### config.mk
export PLATFORM = sky130hd
export DESIGN_NAME = cdb_arbiter_flat
export DESIGN_NICKNAME = d
export VERILOG_FILES = /design/src/rtl/cdb_arbiter_if.sv /design/src/rtl/cdb_arbiter.sv /design/src/flat_wrapper.sv
export SDC_FILE = /design/constraint.sdc
export NUM_CORES = 1
export LEC_CHECK = 0
export ABC_CLOCK_PERIOD_IN_PS = 4850
export BUFFER_PORTS_ARGS = -buffer_cell sky130_fd_sc_hd__buf_2
export CAP_MARGIN = 10
export CORE_ASPECT_RATIO = 0.8
export CORE_MARGIN = 10
export CORE_UTILIZATION = 45
export CTS_CLUSTER_DIAMETER = 150
export DETAILED_ROUTE_END_ITERATION = 8
export GPL_TIMING_DRIVEN = 1
export PLACE_DENSITY = 0.7
export SETUP_SLACK_MARGIN = 0.2
export SYNTH_ARGS = -nofsm -noshare
export SYNTH_HDL_FRONTEND = slang
export SYNTH_SLANG_ARGS = --single-unit
### constraint.sdc
create_clock -name clk -period 4.85 [get_ports clk]
set_input_delay 1.2125 -clock clk [delete_from_list [all_inputs] [get_ports clk]]
set_output_delay 1.2125 -clock clk [all_outputs]
set_load 0.05 [all_outputs]
### src/rtl/cdb_arbiter_if.sv
// cdb_arbiter_if: requester handshake and CDB broadcast bundle
interface cdb_arbiter_if #(
  parameter int NUM_REQ   = 4,
  parameter int ROB_DEPTH = 8,
  parameter int TAG_W     = 3,
  parameter int DATA_W    = 32
);
  logic [NUM_REQ-1:0]        req_valid;
  logic [NUM_REQ*TAG_W-1:0]  req_tag;
  logic [NUM_REQ*DATA_W-1:0] req_data;
  logic [NUM_REQ-1:0]        req_ready;
  logic                      flush;
  logic                      cdb_valid;
  logic [TAG_W-1:0]          cdb_tag;
  logic [DATA_W-1:0]         cdb_data;
  logic [ROB_DEPTH-1:0]      set_rob_valid;
  logic [NUM_REQ-1:0]        held;
  modport master (
    output req_valid, req_tag, req_data, flush,
    input  req_ready, cdb_valid, cdb_tag, cdb_data, set_rob_valid, held
  );
  modport slave (
    input  req_valid, req_tag, req_data, flush,
    output req_ready, cdb_valid, cdb_tag, cdb_data, set_rob_valid, held
  );
endinterface

### src/rtl/cdb_arbiter.sv
// cdb_arbiter: one-slot-per-requester CDB arbiter with registered broadcast; CDB_ROUND_ROBIN_EN selects round-robin over fixed priority
module cdb_arbiter #(
  parameter int NUM_REQ   = 4,
  parameter int ROB_DEPTH = 8,
  parameter int TAG_W     = 3,
  parameter int DATA_W    = 32
) (
  input logic         clk,
  input logic         rst,
  cdb_arbiter_if.slave bus
);
  localparam int PW = NUM_REQ > 1 ? $clog2(NUM_REQ) : 1;
  logic [NUM_REQ-1:0] held, grant, acc;
  logic [TAG_W-1:0]   tag_q [NUM_REQ];
  logic [DATA_W-1:0]  data_q [NUM_REQ];
  logic [PW-1:0]      gidx;
  logic               cdb_valid;
  logic [TAG_W-1:0]   cdb_tag;
  logic [DATA_W-1:0]  cdb_data;
`ifdef CDB_ROUND_ROBIN_EN
  logic [PW-1:0] rr_ptr;
  int k;
  // first held slot at or after rr_ptr, wrapping
  always_comb begin
    grant = '0;
    gidx = '0;
    k = 0;
    for (int j = 0; j < NUM_REQ; j++) begin
      k = (int'(rr_ptr) + j) % NUM_REQ;
      if (grant == '0 && held[k]) begin
        grant[k] = 1'b1;
        gidx = PW'(k);
      end
    end
  end
  // pointer moves past the winner; a flushed grant does not count
  always_ff @(posedge clk)
    if (rst) rr_ptr <= '0;
    else if (!bus.flush && |grant) rr_ptr <= gidx == PW'(NUM_REQ-1) ? '0 : gidx + 1'b1;
`else
  // lowest held index wins
  always_comb begin
    grant = '0;
    gidx = '0;
    for (int j = 0; j < NUM_REQ; j++)
      if (grant == '0 && held[j]) begin
        grant[j] = 1'b1;
        gidx = PW'(j);
      end
  end
`endif
  assign bus.req_ready = {NUM_REQ{!rst && !bus.flush}} & (~held | grant);
  assign acc = bus.req_valid & bus.req_ready;
  // slot payload loads on accept only; occupancy lives in held
  always_ff @(posedge clk)
    for (int i = 0; i < NUM_REQ; i++)
      if (acc[i]) begin
        tag_q[i] <= bus.req_tag[i*TAG_W +: TAG_W];
        data_q[i] <= bus.req_data[i*DATA_W +: DATA_W];
      end
  // occupancy and CDB register; a refill of the granted slot keeps it held
  always_ff @(posedge clk)
    if (rst) begin
      held <= '0;
      cdb_valid <= 1'b0;
      cdb_tag <= '0;
      cdb_data <= '0;
    end else if (bus.flush) begin
      held <= '0;
      cdb_valid <= 1'b0;
    end else begin
      held <= (held & ~grant) | acc;
      cdb_valid <= |grant;
      if (|grant) begin
        cdb_tag <= tag_q[gidx];
        cdb_data <= data_q[gidx];
      end
    end
  assign bus.cdb_valid = cdb_valid;
  assign bus.cdb_tag = cdb_tag;
  assign bus.cdb_data = cdb_data;
  assign bus.held = held;
  assign bus.set_rob_valid = cdb_valid ? ROB_DEPTH'(1) << cdb_tag : '0;
endmodule
### src/flat_wrapper.sv
// flat-port wrapper written by rule: the top's interface ports become plain ports
module cdb_arbiter_flat 
#(
  parameter int NUM_REQ   = 4,
  parameter int ROB_DEPTH = 8,
  parameter int TAG_W     = 3,
  parameter int DATA_W    = 32
)
  (clk, rst, bus_req_valid, bus_req_tag, bus_req_data, bus_flush, bus_req_ready, bus_cdb_valid, bus_cdb_tag, bus_cdb_data, bus_set_rob_valid, bus_held);
  cdb_arbiter_if #(.NUM_REQ(NUM_REQ), .ROB_DEPTH(ROB_DEPTH), .TAG_W(TAG_W), .DATA_W(DATA_W)) bus_i ();
  input logic clk;
  input logic rst;
  input wire logic [$bits(bus_i.req_valid)-1:0] bus_req_valid;
  input wire logic [$bits(bus_i.req_tag)-1:0] bus_req_tag;
  input wire logic [$bits(bus_i.req_data)-1:0] bus_req_data;
  input wire logic [$bits(bus_i.flush)-1:0] bus_flush;
  output wire logic [$bits(bus_i.req_ready)-1:0] bus_req_ready;
  output wire logic [$bits(bus_i.cdb_valid)-1:0] bus_cdb_valid;
  output wire logic [$bits(bus_i.cdb_tag)-1:0] bus_cdb_tag;
  output wire logic [$bits(bus_i.cdb_data)-1:0] bus_cdb_data;
  output wire logic [$bits(bus_i.set_rob_valid)-1:0] bus_set_rob_valid;
  output wire logic [$bits(bus_i.held)-1:0] bus_held;
  assign bus_i.req_valid = bus_req_valid;
  assign bus_i.req_tag = bus_req_tag;
  assign bus_i.req_data = bus_req_data;
  assign bus_i.flush = bus_flush;
  assign bus_req_ready = bus_i.req_ready;
  assign bus_cdb_valid = bus_i.cdb_valid;
  assign bus_cdb_tag = bus_i.cdb_tag;
  assign bus_cdb_data = bus_i.cdb_data;
  assign bus_set_rob_valid = bus_i.set_rob_valid;
  assign bus_held = bus_i.held;
  cdb_arbiter #(.NUM_REQ(NUM_REQ), .ROB_DEPTH(ROB_DEPTH), .TAG_W(TAG_W), .DATA_W(DATA_W)) u_core (.clk(clk), .rst(rst), .bus(bus_i));
endmodule
==> out/results.tsv <==
metric	value	unit
WL/cell	20.2	um
Seq cells post-synth	180	
first-pass GRT wire length	28.5	mm
DRT antenna net count	0	
# nets final	833	
hold_ws	0.463	ns
DP HPWL	12.6	mm
synth unique cells	24	
Setup TNS	0	ns
total of max-cap violations	0	
final worst path period need	3.78	ns
Hold Path Class	reg -> reg	
CTS Buf Count	17	
CP Capture Type	primary output	
placed cell count	877	
worst setup path endpoint	bus_req_ready[2]	
Syn Nets	650	
Syn Std Cell Area	7100	um2
met1 wire length	8.17	mm
unrepaired setup endpoints after global routing	no	
Layout Cells excl Fill	909	
DRT iter0 DRCs	390	
Post-CTS Hold Fix Bufs	0	
pin count of the biggest net entering global routing	75	
buffers added on ports	198	
CP top delay family	simple AND/OR/NAND/NOR gates	
cell count along the critical path	5	
Die ar.	21200	um2
Layout fillers	1222	
Rel. slew slack	0.348	
Worst Setup Path Type	in -> out	
post-CTS sizing	0	
Synth Instances	503	
syn avg cell area	14.1	um2
I/O pins	199	
FF+latch area	5010	um2
Multi-input gate area	1920	um2
die height	132	um
met3 routed wirelength	1.45	mm
area delta synth->final	24.7	%
CP bufs+invs	3	
FF-to-FF setup slack	2.54	ns
pwr dens	396	nW/um2
Root Driver	clkbuf_16	
share of layout cells above drive strength 1	0.352	
CP dominant cell by count	buf_2	
sequential fraction of the synthesis area	0.705	
worst-case vdd ir drop	0.217	mV
setup bufs post-CTS	0	
Die Wd	160	um
status	finished, final reports clean	
Crit Path Max Fanout	42	
crit-path max cell delay	0.67	ns
Initial Util	0.465	
Critical R2R Capture	u_core.data_q[3][4]	
clock slew at reported path FFs	0.06	ns
period utilisation layout	0.779	
routed vias/inst	5.32	
vias in the first global route	5049	
Power, Total	0.00351	W
Crit Reg-Reg Startpoint	u_core.bus.held[2]	
Max Slew Vio Count	0	
initial antenna violation count	0	
Max Fclk	265	MHz
CP Launch Type	primary input	
row cnt	40	
crit path from	bus_flush	
final WL	18.4	mm
Cell Chain, Critical Path	buf_2 -> or2_2 -> inv_1 -> and2_1 -> buf_2	
met2 wire length	8.55	mm
CP arrival	2.56	ns
DR top layer	met4	
via count	4839	
Max clock buf depth	2	
grt ovf	0	
DRC violations left	0	
H-tree Lvls	4	
worst skew pair latency	0.42	ns
Ant. Diodes	0	
Worst Max-Slew Pin Slew	0.978	ns
Final Hold Vio Count	0	
Slowest-stage cell, CP	or2_2	
endpoints failing setup	0	
clock skew	0.0151	ns
total clock sinks	180	
1st-pass router iterations	4	
gpl congestion	0.782	
synth warn	0	
Crit path required time	3.64	ns
GRT Util Overall	0.173	
core area	15300	um2
depth of the worst register-to-register path	4	
CTS tree	yes	
Pleak	3.29	nW
[synthesized netlist by cell type]
cell type,number,share of area
nor3_1,37,0.026
nand2_1,2,0.0011
dfxtp_1,40,0.11
edfxtp_1,140,0.59
o21ai_0,36,0.025
a32o_1,35,0.049
o21bai_1,35,0.037
or2_2,1,0.00088
and2_1,5,0.0044
nand2b_1,3,0.0026
buf_1,4,0.0021
o31a_1,1,0.0012
buf_2,9,0.0063
buf_4,4,0.0042
clkbuf_1,25,0.013
nor4_4,1,0.0030
inv_1,2,0.0011
nor3_2,1,0.0014
nor2b_1,35,0.031
and3_1,1,0.00088
nor2_1,12,0.0063
o21ba_1,1,0.0014
nor3b_1,70,0.074
a21oi_1,3,0.0021
[report_power, final]
group	internal, W	switching [W]	total (W)
Combinational	0.000118	0.000231	0.000348
Clock	0.000817	0.000582	0.00140
Sequential	0.00173	0.0000301	0.00176
[layer usage]
metal | vias up | GRT usage
met1 | 2307 | 0.221
met4 | 0 | 0.0580
met2 | 219 | 0.272
met3 | 18 | 0.0534
met5 | - | 0
li1 | 2295 | -
[kinds of logic after synthesis]
kind of cell | share of synthesized area
AND/OR/NAND/NOR | 0.152
flip-flops | 0.705
AO/OA/AOI/OAI | 0.116
buffers and inverters | 0.0270
[placed cells by master, fill, tap and decap left out, drive strengths merged]
cell,Yosys,layout
buf,17,206
edfxtp,140,140
nor3b,70,70
dfxtp,40,40
nor3,38,38
o21ai,36,36
nor2b,35,35
o21bai,35,35
a32o,35,35
clkbuf,25,18
nor2,12,12
inv,2,6
and2,5,5
clkinv,0,5
a21oi,3,3
nand2b,3,3
bufinv,0,3
nand2,2,2
clkinvlp,0,2
or2,1,1
and3,1,1
o31a,1,1
nor4,1,1
o21ba,1,1
[cell type report]
type                       instances  share of cell area
sequential                       180               0.566
timing repair buffer             206               0.119
clock inverter                    14              0.0198
tap                              210              0.0297
inverter                           2            0.000848
multi-input combinational        279               0.217
clock buffer                      18              0.0485
[state kept, by name, summed over array words and instances (netlist names)]
name,cells
u_core.data_q,128
u_core.bus.cdb_data,32
u_core.tag_q,12
u_core.bus.held,4
u_core.bus.cdb_tag,3
u_core.bus.cdb_valid,1
[per-stage QoR]
step	instance area [um2]	worst slack (ns)	util
after detailed placement	8250	1.09	0.540
after global routing	8850	0.942	0.580
after floorplan	7100	0.817	-
after CTS	8850	1.08	0.580
after global placement	8250	1.09	0.540
final	8850	1.07	0.580
[how the worst min path moves through the flow]
stage                            start                      end  slack [ns]  cells after the start
4_1_cts        u_core.bus.cdb_data[11]  u_core.bus.cdb_data[11]        0.47                      1
2_1_floorplan      u_core.data_q[0][0]   u_core.bus.cdb_data[0]        0.56                      2
3_3_place_gp   u_core.bus.cdb_data[10]  u_core.bus.cdb_data[10]        0.45                      1
6_report       u_core.bus.cdb_data[11]  u_core.bus.cdb_data[11]        0.46                      1
5_1_grt        u_core.bus.cdb_data[10]  u_core.bus.cdb_data[10]        0.49                      1
3_5_place_dp   u_core.bus.cdb_data[11]  u_core.bus.cdb_data[11]        0.46                      1
[worst register-to-register path, delay by kind of cell (launching register included)]
kind / cells / cell delay, ns
and+or+nand+nor: 2 / 0.93
DFF: 1 / 0.32
AOI/OAI and AO/OA: 1 / 0.34
buffers and inverters: 1 / 0.32
(Power assumes the default switching activity.)
